$ cat src/rtl/iomem_button_ctrl.sv
// Push-button peripheral on the picosoc iomem bus: synchronises and debounces
// active-low buttons, latches press/release events and raises a level IRQ.
module iomem_button_ctrl #(
  parameter int unsigned N_BTN       = 4,
  parameter int unsigned DEB_W       = 16,
  parameter int unsigned DEB_DEFAULT = 12000,
  parameter logic [7:0]  ADDR_HI     = 8'h07
) (
  input  logic             clk,
  input  logic             reset,
  input  logic             iomem_valid,
  output logic             iomem_ready,
  input  logic [3:0]       iomem_wstrb,
  input  logic [31:0]      iomem_addr,
  input  logic [31:0]      iomem_wdata,
  output logic [31:0]      iomem_rdata,
  input  logic [N_BTN-1:0] btn_n,
  output logic             irq
);

  localparam int unsigned CW         = DEB_W + 1;
  localparam logic [1:0]  REG_STATUS = 2'd0;
  localparam logic [1:0]  REG_EVENTS = 2'd1;
  localparam logic [1:0]  REG_IRQEN  = 2'd2;
  localparam logic [1:0]  REG_PERIOD = 2'd3;

  logic [N_BTN-1:0] r_sync1;
  logic [N_BTN-1:0] r_sync2;
  logic [N_BTN-1:0] r_stable;
  logic [DEB_W-1:0] r_cnt [N_BTN];
  logic [N_BTN-1:0] r_press;
  logic [N_BTN-1:0] r_release;
  logic [N_BTN-1:0] r_en_press;
  logic [N_BTN-1:0] r_en_release;
  logic [DEB_W-1:0] r_period;
  logic             r_ready;
  logic [31:0]      r_rdata;
  logic             r_irq;

  logic [N_BTN-1:0] w_s;
  logic [DEB_W-1:0] w_eff_period;
  logic [CW-1:0]    w_cnt_inc [N_BTN];
  logic [N_BTN-1:0] w_fire;
  logic [N_BTN-1:0] w_press_set;
  logic [N_BTN-1:0] w_release_set;

  logic             w_hit;
  logic             w_wr;
  logic [1:0]       w_sel;
  logic [31:0]      w_events_word;
  logic [31:0]      w_en_word;
  logic [31:0]      w_rdata_c;
  logic [N_BTN-1:0] w_press_clr;
  logic [N_BTN-1:0] w_release_clr;
  logic [N_BTN-1:0] w_en_press_nxt;
  logic [N_BTN-1:0] w_en_release_nxt;
  logic [DEB_W-1:0] w_period_nxt;
  logic             w_unused;

  assign iomem_ready = r_ready;
  assign iomem_rdata = r_rdata;
  assign irq         = r_irq;

  // Only addr[31:24] and addr[3:2] decode; the remaining bus bits are ignored.
  assign w_unused = ^{iomem_addr[23:4], iomem_addr[1:0], iomem_wdata};

  // Two-flop synchroniser; the pins idle high so the flops reset to 1.
  always_ff @(posedge clk) begin
    if (reset) begin
      r_sync1 <= '1;
      r_sync2 <= '1;
    end else begin
      r_sync1 <= btn_n;
      r_sync2 <= r_sync1;
    end
  end

  assign w_s = ~r_sync2;

  // Debounce qualification; the extra counter bit keeps the compare overflow-free.
  always_comb begin
    w_eff_period  = (r_period == '0) ? DEB_W'(1) : r_period;
    w_fire        = '0;
    w_press_set   = '0;
    w_release_set = '0;
    for (int i = 0; i < int'(N_BTN); i++) begin
      w_cnt_inc[i]     = {1'b0, r_cnt[i]} + CW'(1);
      w_fire[i]        = (w_s[i] != r_stable[i]) && (w_cnt_inc[i] >= {1'b0, w_eff_period});
      w_press_set[i]   = w_fire[i] & w_s[i];
      w_release_set[i] = w_fire[i] & ~w_s[i];
    end
  end

  always_ff @(posedge clk) begin
    if (reset) begin
      r_stable <= '0;
      for (int i = 0; i < int'(N_BTN); i++) begin
        r_cnt[i] <= '0;
      end
    end else begin
      for (int i = 0; i < int'(N_BTN); i++) begin
        if (w_s[i] == r_stable[i]) begin
          r_cnt[i] <= '0;
        end else if (w_fire[i]) begin
          r_stable[i] <= w_s[i];
          r_cnt[i]    <= '0;
        end else begin
          r_cnt[i] <= w_cnt_inc[i][DEB_W-1:0];
        end
      end
    end
  end

  // Bus decode: a hit is refused while the previous ack is still high.
  assign w_hit = iomem_valid && (iomem_addr[31:24] == ADDR_HI) && !r_ready;
  assign w_wr  = w_hit && (iomem_wstrb != 4'b0000);
  assign w_sel = iomem_addr[3:2];

  always_comb begin
    w_events_word              = '0;
    w_events_word[N_BTN-1:0]   = r_press;
    w_events_word[8 +: N_BTN]  = r_release;
    w_en_word                  = '0;
    w_en_word[N_BTN-1:0]       = r_en_press;
    w_en_word[8 +: N_BTN]      = r_en_release;
    w_rdata_c                  = '0;
    case (w_sel)
      REG_STATUS: w_rdata_c = 32'(r_stable);
      REG_EVENTS: w_rdata_c = w_events_word;
      REG_IRQEN:  w_rdata_c = w_en_word;
      REG_PERIOD: w_rdata_c = 32'(r_period);
      default:    w_rdata_c = '0;
    endcase
  end

  // Write-side next values; EVENTS clears and IRQ_EN/PERIOD updates are per byte lane.
  always_comb begin
    w_press_clr      = '0;
    w_release_clr    = '0;
    w_en_press_nxt   = r_en_press;
    w_en_release_nxt = r_en_release;
    w_period_nxt     = r_period;
    if (w_wr && (w_sel == REG_EVENTS)) begin
      if (iomem_wstrb[0]) w_press_clr   = iomem_wdata[N_BTN-1:0];
      if (iomem_wstrb[1]) w_release_clr = iomem_wdata[8 +: N_BTN];
    end
    if (w_wr && (w_sel == REG_IRQEN)) begin
      if (iomem_wstrb[0]) w_en_press_nxt   = iomem_wdata[N_BTN-1:0];
      if (iomem_wstrb[1]) w_en_release_nxt = iomem_wdata[8 +: N_BTN];
    end
    if (w_wr && (w_sel == REG_PERIOD)) begin
      for (int b = 0; b < int'(DEB_W); b++) begin
        if (iomem_wstrb[b / 8]) w_period_nxt[b] = iomem_wdata[b];
      end
    end
  end

  // Register file and bus response; a fresh event beats a same-cycle clear.
  always_ff @(posedge clk) begin
    if (reset) begin
      r_ready      <= 1'b0;
      r_rdata      <= '0;
      r_press      <= '0;
      r_release    <= '0;
      r_en_press   <= '0;
      r_en_release <= '0;
      r_period     <= DEB_W'(DEB_DEFAULT);
      r_irq        <= 1'b0;
    end else begin
      r_ready      <= w_hit;
      if (w_hit) r_rdata <= w_rdata_c;
      r_press      <= (r_press & ~w_press_clr) | w_press_set;
      r_release    <= (r_release & ~w_release_clr) | w_release_set;
      r_en_press   <= w_en_press_nxt;
      r_en_release <= w_en_release_nxt;
      r_period     <= w_period_nxt;
      r_irq        <= |{(r_press & r_en_press), (r_release & r_en_release)};
    end
  end

endmodule
$ cat config.mk
export PLATFORM = sky130hd
export DESIGN_NAME = iomem_button_ctrl
export DESIGN_NICKNAME = d
export VERILOG_FILES = /design/src/rtl/iomem_button_ctrl.sv
export SDC_FILE = /design/constraint.sdc
export NUM_CORES = 1
export LEC_CHECK = 0
export BUFFER_PORTS_ARGS = -buffer_cell sky130_fd_sc_hd__buf_2
export CAP_MARGIN = 40
export CORE_UTILIZATION = 52
export CTS_BUF_LIST = sky130_fd_sc_hd__clkbuf_16
export CTS_CLUSTER_DIAMETER = 120
export DETAILED_ROUTE_END_ITERATION = 6
export PLACE_DENSITY = 0.87
export REMOVE_ABC_BUFFERS = 1
export SYNTH_ARGS = -nofsm -noshare
export SYNTH_HDL_FRONTEND = slang
export SYNTH_SLANG_ARGS = --single-unit
$ cat constraint.sdc
create_clock -name clk -period 3.2 [get_ports clk]
set_clock_uncertainty 0.15 [all_clocks]
set_input_delay 0.64 -clock clk [delete_from_list [all_inputs] [get_ports clk]]
set_output_delay 0.64 -clock clk [all_outputs]
set_load 0.1 [all_outputs]
== Yosys cells after proc, flatten, opt, wreduce, memory -nomap -nowiden ==
Memory sizes are Yosys's and may differ from the RTL's.
Index checks and enable logic that the tools add are counted.

* $add $sub $neg: 4
* $lt $le $gt $ge: 4
* Equality and inequality tests: 12
* Muxes and demuxes: 64
* Bitwise logic cells: 37
* Reduce and logical (&&, ||, !) cells: 23

{| class="wikitable"
|+ Operators with widths
! operator !! number
|-
| 16-bit two-way mux || 13
|-
| 32-bit case mux with 4 select lines || 1
|-
| 16-bit by 1-bit adder with 17-bit output (second input constant) || 4
|-
| 17-bit by 16-bit greater-or-equal comparator with 1-bit output || 4
|-
| 1-bit two-way mux || 46
|-
| 4-bit AND || 4
|-
| 16-bit zero test || 1
|-
| 4-bit two-way mux || 4
|-
| 2-bit AND reduction || 8
|-
| 4-bit NOT || 3
|-
| 1-bit OR || 12
|-
| 1-bit logical AND || 10
|-
| 1-bit AND || 8
|-
| 8-bit by 3-bit equality test with 1-bit output (second input constant) || 1
|-
| 1-bit NOT || 8
|-
| 4-bit OR || 2
|-
| 8-bit OR reduction || 1
|-
| 1-bit equality test || 4
|-
| 2-bit equality test (second input constant) || 2
|-
| 1-bit != test || 4
|-
| 4-bit nonzero test || 1
|-
| 2-bit by 1-bit equality test with 1-bit output (second input constant) || 1
|-
| 2-bit zero test || 1
|-
| 1-bit zero test || 1
|}

* Flip-flop bits (word level): 78
* Bits in writable memories: 64
* Input bits: 75
* Output and inout bits: 34
* Word-level logic and storage cells: 160
* Memories: 1

{| class="wikitable"
|+ Memory list
! memory !! words !! bits a word !! rd ports !! clocked after memory_dff !! write ports !! RTL line !! text
|-
| r_cnt || 4 || 16 || 4 || 0 || 4 || 30 || <nowiki>logic [DEB_W-1:0] r_cnt [N_BTN];</nowiki>
|}

== Longest topological paths before layout ==
Gate-level depths: netlist of the first run.

* Depth in word-level cells: 10
* Gate-level depth with buffers: 14
* Mapped depth without buffers: 13

== Worst setup path before layout of the first run ==
OpenSTA, ideal clock, no wires.

* Path type: register to register
* Start point: memory r_cnt[3][0]
* End point: memory r_cnt[3][10] (data pin)
* Setup time: 0.140 ns
* Data arrival time: 3.127 ns
* Data required time: 2.910 ns
* Setup slack: -0.217 ns
* Cell stages (with the launch flop): 14
* Path buffers: 1
* Clock period less this slack: 3.417 ns
* Path through: edfxtp_1 > ha_1 > nand3_1 > or4_1 > nand2b_1 > xnor2_1 > ha_1 > a21o_1 > a21oi_1 > o21a_1 > o211ai_1 > or3_2 > buf_2 > nor2b_1

{| class="wikitable"
|+ RTL lines
! what !! RTL line
|-
| from (decl) || 30
|}

==> metrics.txt, run 1 <==
Total GRT Usage 28.5%; Vias 6889; Max Slew Vio Count 0; post-DP HPWL 13200 µm; Inserted Diodes 0; Inst Count DP 1101; Die ar. 14800 µm²; Root Driver clkbuf_16; EDFF count, synth 64; worst r2r src r_cnt[0][9]; syn avg cell area 9.82 µm²; first-pass GRT wire length 31900 µm; post-route cell area 9780 µm²; Worst-path clk slew 0.06 ns; DRT antenna net count 0; Hold EP r_sync1[1]; PwrDens 422 nW/µm²; hold path cells 2; fillers 862; I/O Pins 109; worst-path cell chain and4_4 -> nand4_1 -> nor2_2 -> xnor2_1 -> ha_1 -> a211oi_1 -> o21ai_1 -> o221a_1 -> a311o_1 -> or4_4 -> nor2b_1; Initial Util 53.5%; drt drc 0; GRT overflow 0; Yosys warning count 0; failing checks setup timing; largest net degree at the start of global routing 35; Synth Cell Area 7450 µm²; worst min-delay path class primary input to flop; CP Buf/Inv Count 0; XOR/XNOR share of the synthesized area 6.93%; most frequent cells in the layout buf_4 (87), conb_1 (80), edfxtp_1 (64); Yosys cell types 59; setup violators final 61; Sequential Area 3160 µm²; Synth Area in Adders 11.4%; depth of the worst register-to-register path 11; Core Util, Final 70.2%; vias in the first global route 6443; RSZ-0062 raised after global routing yes; # clock sinks 126; Die H 122 µm; CTS buffer count 17; critical path's top delay family simple AND/OR/NAND/NOR gates; CP Data Arrival Time 3.45 ns; post-synthesis mux area share 3.73%; share of cells above drive strength 1 28.5%; peak supply drop 0.409 mV; Std-Cell Rows 43; dominant synthesized flop cell edfxtp_1; ys async rst share 0%; initial antenna violation count 0; Slew @ Worst Pin 0.723 ns; Setup WS post-layout -0.128 ns; area grow syn2layout 31.2%; final RePlAce weighted congestion 0.957; clk_lat worst skew 0.43 ns; Slew HR 51.7%; Crit. End Element flop; drt via density 5.95; Post-DP Area 8550 µm²; Max H-tree Level 4; R2R Path End r_cnt[0][6]; I/O Buffers 52; post-synthesis register bit count 126; fmax 0.300 GHz; CP Launch Type flop; CP max stage delay 0.53 ns; crit share post-route 104%; max-cap viol count 0; starting DRC count in detailed routing 784; Synth Area in Compound Gates 8.70%; most common cell after layout, fill and taps aside buf_4; crit path kind flop to flop; Period minus WS final 3.33 ns; CTS tree built; Mapped Cells 759; Simple-Gate Fraction of Synth Area 22.4%; largest family of logic cells by synthesized area simple AND/OR/NAND/NOR gates; hold wc startpoint btn_n[1]; leakage 0.00418 µW; Non-Filler Instances 1158; minimum hold slack 0.236 ns; slowest stage cell, crit path or4_4; r2r setup slk -0.13 ns; WL final 22700 µm; Max FO, Critical Path 8; Clock Path Buffers 2; Hold Vio Cnt, Final 0; Nets 1108; status finished, violations left; multi-input logic area 4730 µm²; Routed WL per cell 19.6 µm; register area share after synthesis 42.4%; Die X 122 µm; DRT Pass-1 Iters 6; Core Area 13900 µm²; Worst Path Required 3.33 ns
worst max path at each step:
stage	start	to	slack, ns	depth (start not counted)
floorplan	r_cnt[3][0]	r_cnt[3][10]	-0.14	12
detailed placement	r_cnt[3][0]	r_cnt[3][5]	-0.33	12
finish	r_cnt[0][9]	r_cnt[0][6]	-0.13	11
CTS	r_cnt[0][4]	r_cnt[0][6]	-0.06	10
global route	r_cnt[0][7]	r_cnt[0][6]	-0.30	11
global placement	r_cnt[3][0]	r_cnt[3][2]	-0.19	12
layer usage:
| metal | global-route usage (%) | vias to the layer above | part of all wire [%] |
|---|---|---|---|
| met5 | 0 | - | 0 |
| met4 | 15.3 | 0 | 6.2 |
| met3 | 6.51 | 130 | 9.6 |
| met2 | 46.9 | 470 | 47 |
| met1 | 34.5 | 3228 | 37 |
| li1 | - | 3061 | - |
synth_stat cells, types with 15 or more instances:
cell type / n / area share (%)
xor2_1: 30 / 3.5
a21oi_1: 29 / 1.9
nand3_1: 49 / 3.3
ha_1: 68 / 11
xnor2_1: 29 / 3.4
inv_1: 30 / 1.5
nor3_1: 15 / 1.0
dfxtp_1: 62 / 17
nand2_1: 64 / 3.2
nor2_1: 58 / 2.9
nor2b_1: 54 / 4.5
clkbuf_1: 16 / 0.81
buf_4: 16 / 1.6
nand4_1: 23 / 1.9
edfxtp_1: 64 / 26
through the flow:
stage,setup TNS (ns),total power (µW),setup slack (ns)
floorplan,-2.47,2060,-0.138
global placement,-5.73,2170,-0.195
detailed placement,-8.60,2190,-0.330
CTS,-0.566,4050,-0.0600
global route,-13.31,4230,-0.299
finish,-4.38,4130,-0.128
power breakdown:
group | internal, µW | switching [µW] | leakage, µW | total (µW)
Clock | 1130 | 770 | 0.000298 | 1900
Combinational | 164 | 279 | 0.00272 | 443
Sequential | 1740 | 45.3 | 0.00116 | 1790
Total | 3030 | 1090 | 0.00418 | 4130
area by class of cell:
type | count | share of cell area, %
clock inverters | 12 | 0.755
well taps | 180 | 2.30
clock buffers | 20 | 5.12
inverters | 30 | 1.15
flip-flops and latches | 126 | 32.3
multi-input cells | 647 | 48.4
repair buffers | 143 | 9.93
state kept, by name, indices dropped and copies added (netlist names):
name and cells:
r_period 16, r_sync2 4, iomem_ready 1, irq 1, r_press 4, iomem_rdata 16
r_sync1 4, r_en_press 4, r_en_release 4, r_stable 4, r_cnt 64, r_release 4
logic make-up (layout without fill, tap and decap cells):
logic type,count (synthesis),after routing
flops,126,126
other cells,2,80
simple gates,320,322
mux,22,22
buf+inv,66,205
compound gates,96,96
fa+ha+maj,68,68
xor+xnor,59,59
repair_timing:
action / CTS / global route
pin swaps: 21 / 30
gates resized for setup: 29 / 69
buffers inserted: 9 / 13
hold buffers: 0 / 0
gates cloned: 2 / 1
setup endpoints to repair: 57 / 76
No activity file was read; power rests on OpenSTA's default activity.
==> inputs of run 2 (changes only) <==
CORE_UTILIZATION = 62   (was 52)
PLACE_DENSITY = 0.95   (was 0.87)
clock period = 4.1 ns   (was 3.2 ns; I/O delays follow)
==> run 2 against run 1 <==
Effect of this change: the run ends with DRC left; combinational power shrank 40%; register-to-register slack gained 0.38 ns; clock power shrank 27%; sequential power shrank 22%; sequential share of layout area grew 4.7 points; utilization grew 3.7 points; non-clock buffer count shrank 86.
==> metrics.txt, run 2 (synthesized netlist as in run 1, its figures left out) <==
Worst Path Required 4.24 ns; clk_lat worst skew 0.44 ns; Max Slew Vio Count 0; # clock sinks 126; starting DRC count in detailed routing 621; first-pass GRT wire length 29700 µm; CTS buffer count 17; r2r setup slk 0.26 ns; WL final 18200 µm; Die H 112 µm; Core Area 11600 µm²; share of cells above drive strength 1 13.9%; Total GRT Usage 30.9%; Setup WS post-layout 0.256 ns; hold wc startpoint r_sync1[2]; setup violators final 0; critical path's top delay family simple AND/OR/NAND/NOR gates; failing checks DRC; Worst-path clk slew 0.06 ns; max-cap viol count 0; Slew @ Worst Pin 0.765 ns; Inserted Diodes 0; largest net degree at the start of global routing 40; Initial Util 64.4%; peak supply drop 0.365 mV; TNS Setup 0 ns; Crit. End Element flop; PwrDens 357 nW/µm²; Die X 112 µm; worst min-delay path class flop to flop; most common cell after layout, fill and taps aside conb_1; hold path cells 1; Met2 Routed Length 8660 µm; Hold Vio Cnt, Final 0; CP Buf/Inv Count 0; Max FO, Critical Path 16; minimum hold slack 0.263 ns; max reg flops 64; initial antenna violation count 0; Critical Path Stages 12; Routed WL per cell 17.6 µm; vias in the first global route 6154; area grow syn2layout 14.7%; Core Util, Final 73.9%; status finished, violations left; Clock Path Buffers 2; slowest stage cell, crit path or3_2; DRT antenna net count 0; Nets 1020; depth of the worst register-to-register path 12; Period minus WS final 3.84 ns; most frequent cells in the layout conb_1 (80), ha_1 (68), nand2_1 (64), edfxtp_1 (64), dfxtp_1 (62); Hold Buf Count CTS 0; R2R Path End r_cnt[3][2]; DR top layer met4; leakage 0.00361 µW; # Post-CTS Setup Buffers 0; fmax 0.260 GHz; worst-path cell chain ha_1 -> nand3_1 -> or4_1 -> nand2b_1 -> xnor2_1 -> ha_1 -> a21o_1 -> a21oi_1 -> o21a_1 -> o211ai_1 -> or3_2 -> nor2b_1; drt via density 5.97; GRT overflow 0; met3 routed wirelength 1270 µm; CTS tree built; post-place setup slack 0.288 ns; Hold EP r_sync2[2]; I/O Buffers 52; DRT Pass-1 Iters 7; Slew HR 48.9%; CP dominant cell by count ha_1; Routed met1 length 7370 µm; Resized Gates After CTS 0; Root Driver clkbuf_16; CP Data Arrival Time 3.98 ns; RSZ-0062 raised after global routing no; CP max stage delay 0.70 ns; post-DP HPWL 12600 µm; Std-Cell Rows 39; Vias 6166; drt drc 4; CP Launch Type flop; crit share post-route 93.7%; worst r2r src r_cnt[3][0]; Top reg by flops r_cnt; final RePlAce weighted congestion 0.856; crit path kind flop to flop; I/O Pins 109; Die ar. 12500 µm²; Max H-tree Level 4
[run 2: changes by cell type in the layout (fill, tap and decap cells not counted), sizes merged]
cell / previous run / this run
buf: 143 / 57
clkbuf: 20 / 17
clkinv: 3 / 5
clkinvlp: 0 / 1
or3: 4 / 3
or4: 3 / 2
[run 2: how the worst max path moves through the flow]
stage	start	endpoint	slack, ns
finish	r_cnt[3][0]	r_cnt[3][2]	0.26
global route	r_cnt[3][0]	r_cnt[3][11]	0.04
CTS	r_cnt[3][0]	r_cnt[3][2]	0.26
detailed placement	r_cnt[3][0]	r_cnt[3][2]	0.29
global placement	r_cnt[3][0]	r_cnt[3][14]	0.42
floorplan	r_cnt[3][0]	r_cnt[3][10]	0.76
[run 2: per-layer routing]
layer  up-vias  track usage (%)
met4         0             17.8
met1      2934             37.2
met2       273             51.0
li1       2887                -
met3        72             7.08
met5         -                0
[run 2: where the power goes]
group	switching, µW	total (µW)	internal [µW]
Sequential	36.6	1400	1360
Combinational	181	267	86.2
Clock	608	1390	778
[run 2: per-stage QoR]
step	cells	area, µm²	total power, µW
6_report	1033	8550	3050
5_1_grt	1033	8550	3140
4_1_cts	1033	8550	3040
3_5_place_dp	1001	8020	1680
3_3_place_gp	1001	8020	1670
2_1_floorplan	801	7540	1600
[run 2: cell type report]
cell class              count  area (µm²)
clock buffers              17         425
clock inverters            15         108
fillers                   728        3010
inverters                  30         113
multi-input cells         645        4270
flip-flops and latches    126        3160
well taps                 143         179
repair buffers             57         298
[run 2: worst register-to-register path, stage by stage (launching register included)]
cell and delay [ns]:
edfxtp_1 0.43, ha_1 0.21, nand3_1 0.13, or4_1 0.53
nand2b_1 0.21, xnor2_1 0.14, ha_1 0.32, a21o_1 0.18
a21oi_1 0.17, o21a_1 0.16, o211ai_1 0.20, or3_2 0.70
nor2b_1 0.18
==> inputs of run 3 (changes only) <==
CORE_MARGIN = 2   (was not set)
==> run 3 against run 2 <==
Effect of this change: the flow now finishes without violations; setup slack improved by 0.022 ns; worst hold slack got worse by 0.0096 ns; critical path depth fell by 1; clock-buffer cell count rose by 2; die area grew 3.6%; sequential power barely moved; clock power barely moved; wire length shrank 1.4%; sequential share of layout area decreased by 0.059 points; utilization decreased by 1.7 points; power is 0.16% higher; register-to-register slack improved by 0.02 ns; critical endpoint is now r_cnt[0][6]; largest power group unchanged.
==> metrics.txt, run 3 (synthesized netlist as in run 1, its figures left out) <==
crit share post-route 93.2%; switch share 25.4%; Critical Path End r_cnt[0][6]; drt drc 0; final RePlAce weighted congestion 0.928; crit path kind flop to flop; r2r setup slk 0.28 ns; clk_lat worst skew 0.43 ns; Nets 1019; most frequent cells in the layout conb_1 (80), ha_1 (68), nand2_1 (64), edfxtp_1 (64), dfxtp_1 (62); Max FO, Critical Path 16; R2R Path End r_cnt[0][6]; Worst-path clk slew 0.06 ns; worst min-delay path class flop to flop; Crit. End Element flop; TNS Setup 0 ns; status completed; CTS tree built; DRT antenna net count 0; vias in the first global route 6021; Slew @ Worst Pin 0.711 ns; Worst Path Required 4.22 ns; Flop pwr share 45.7%; Worst Setup SP r_cnt[0][2]; Inserted Diodes 0; I/O Buffers 52; Top reg by flops r_cnt; CP Buf/Inv Count 0; Core Area 11900 µm²; largest net degree at the start of global routing 45; most common cell after layout, fill and taps aside conb_1; fillers 754; multi-input logic area 4270 µm²; Clock Path Buffers 2; Sequential Area 3160 µm²; Die ar. 12900 µm²; Hold Vio Cnt, Final 0; GRT overflow 0; Routed WL per cell 17.3 µm; critical path's top delay family simple AND/OR/NAND/NOR gates; leakage 0.00363 µW; Max H-tree Level 4; post-DP HPWL 12400 µm; Gate power share 8.8%; switching pwr 775 µW; WL final 17900 µm; depth of the worst register-to-register path 11; Std-Cell Rows 40; Vias 6127; # clock sinks 126; Slew HR 52.5%; minimum hold slack 0.253 ns; Total GRT Usage 28.5%; starting DRC count in detailed routing 630; slowest stage cell, crit path or4_4; Internal 2280 µW; clock power share 45.4%; CTS buffer count 17; initial antenna violation count 0; max reg flops 64; Critical Path Stages 11; hold path cells 1; Die X 114 µm; CP Data Arrival Time 3.95 ns; max-cap viol count 0; Period minus WS final 3.82 ns; DRT Pass-1 Iters 5; Root Driver clkbuf_16; Initial Util 62.8%; RSZ-0062 raised after global routing no; area grow syn2layout 14.9%; peak supply drop 0.322 mV; CP dominant cell by count nor2b_1; first-pass GRT wire length 28500 µm; I/O Pins 109; Max Slew Vio Count 0; setup violators final 0; drt via density 5.91; Die H 114 µm; PwrDens 357 nW/µm²; worst r2r src r_cnt[0][2]; CP max stage delay 0.64 ns; CP Launch Type flop; share of cells above drive strength 1 13.5%; fmax 0.262 GHz; worst-path cell chain and4_4 -> nand4_1 -> nor2b_1 -> xor2_1 -> ha_1 -> o21ai_0 -> o21ai_1 -> o221a_1 -> a311o_1 -> or4_4 -> nor2b_1
## run 3: worst reg2reg max path, stage by stage, from the launching register on
cell and delay (ns):
edfxtp_1 0.43, and4_4 0.28, nand4_1 0.26, nor2b_1 0.27, xor2_1 0.28, ha_1 0.30
o21ai_0 0.19, o21ai_1 0.09, o221a_1 0.23, a311o_1 0.38, or4_4 0.64, nor2b_1 0.17
## run 3: per-stage QoR
stage | cells | setup slack, ns | area, µm² | power [µW] | util [%]
floorplan | 801 | 0.762 | 7540 | 1600 | -
global placement | 1004 | 0.419 | 8020 | 1670 | 67.6
detailed placement | 1004 | 0.283 | 8020 | 1680 | 67.6
CTS | 1036 | 0.207 | 8560 | 3050 | 72.2
global route | 1036 | 0.0893 | 8560 | 3140 | 72.2
finish | 1036 | 0.278 | 8560 | 3060 | 72.2
## run 3: layout make-up
cell class	count	area share, %
Clock buffer	19	5.55
Clock inverter	13	0.818
Inverter	30	1.31
Multi-Input combinational cell	645	49.8
Sequential cell	126	36.9
Tap cell	147	2.15
Timing Repair Buffer	56	3.39
## run 3: how the worst min path moves through the flow
stage	start	to	slack (ns)
floorplan	r_sync1[0]	r_sync2[0]	0.24
global placement	r_sync1[2]	r_sync2[2]	0.24
detailed placement	r_sync1[2]	r_sync2[2]	0.25
CTS	r_sync1[2]	r_sync2[2]	0.26
global route	r_sync1[1]	r_sync2[1]	0.28
finish	r_sync1[2]	r_sync2[2]	0.25
## run 3: routing by layer
layer / vias up / share of wire (%) / GRT usage, %
met5: - / 0 / 0
met4: 0 / 4.8 / 17.9
met3: 74 / 7.5 / 6.48
met2: 302 / 49 / 46.9
met1: 2869 / 39 / 34.1
li1: 2882 / - / -
## run 3: power by group through the flow
| stage | sequential [µW] | combinational [µW] | clock [µW] |
|---|---|---|---|
| floorplan | 1410 | 192 | 0 |
| global placement | 1420 | 248 | 0 |
| detailed placement | 1420 | 257 | 0 |
| CTS | 1400 | 263 | 1390 |
| global route | 1400 | 293 | 1450 |
| finish | 1400 | 270 | 1390 |
## run 3: repair_timing
action / CTS / global route
buffers inserted: 0 / 0
hold buffers: 0 / 0
gates resized for setup: 0 / 1
endpoints found under the setup margin: 0 / 15
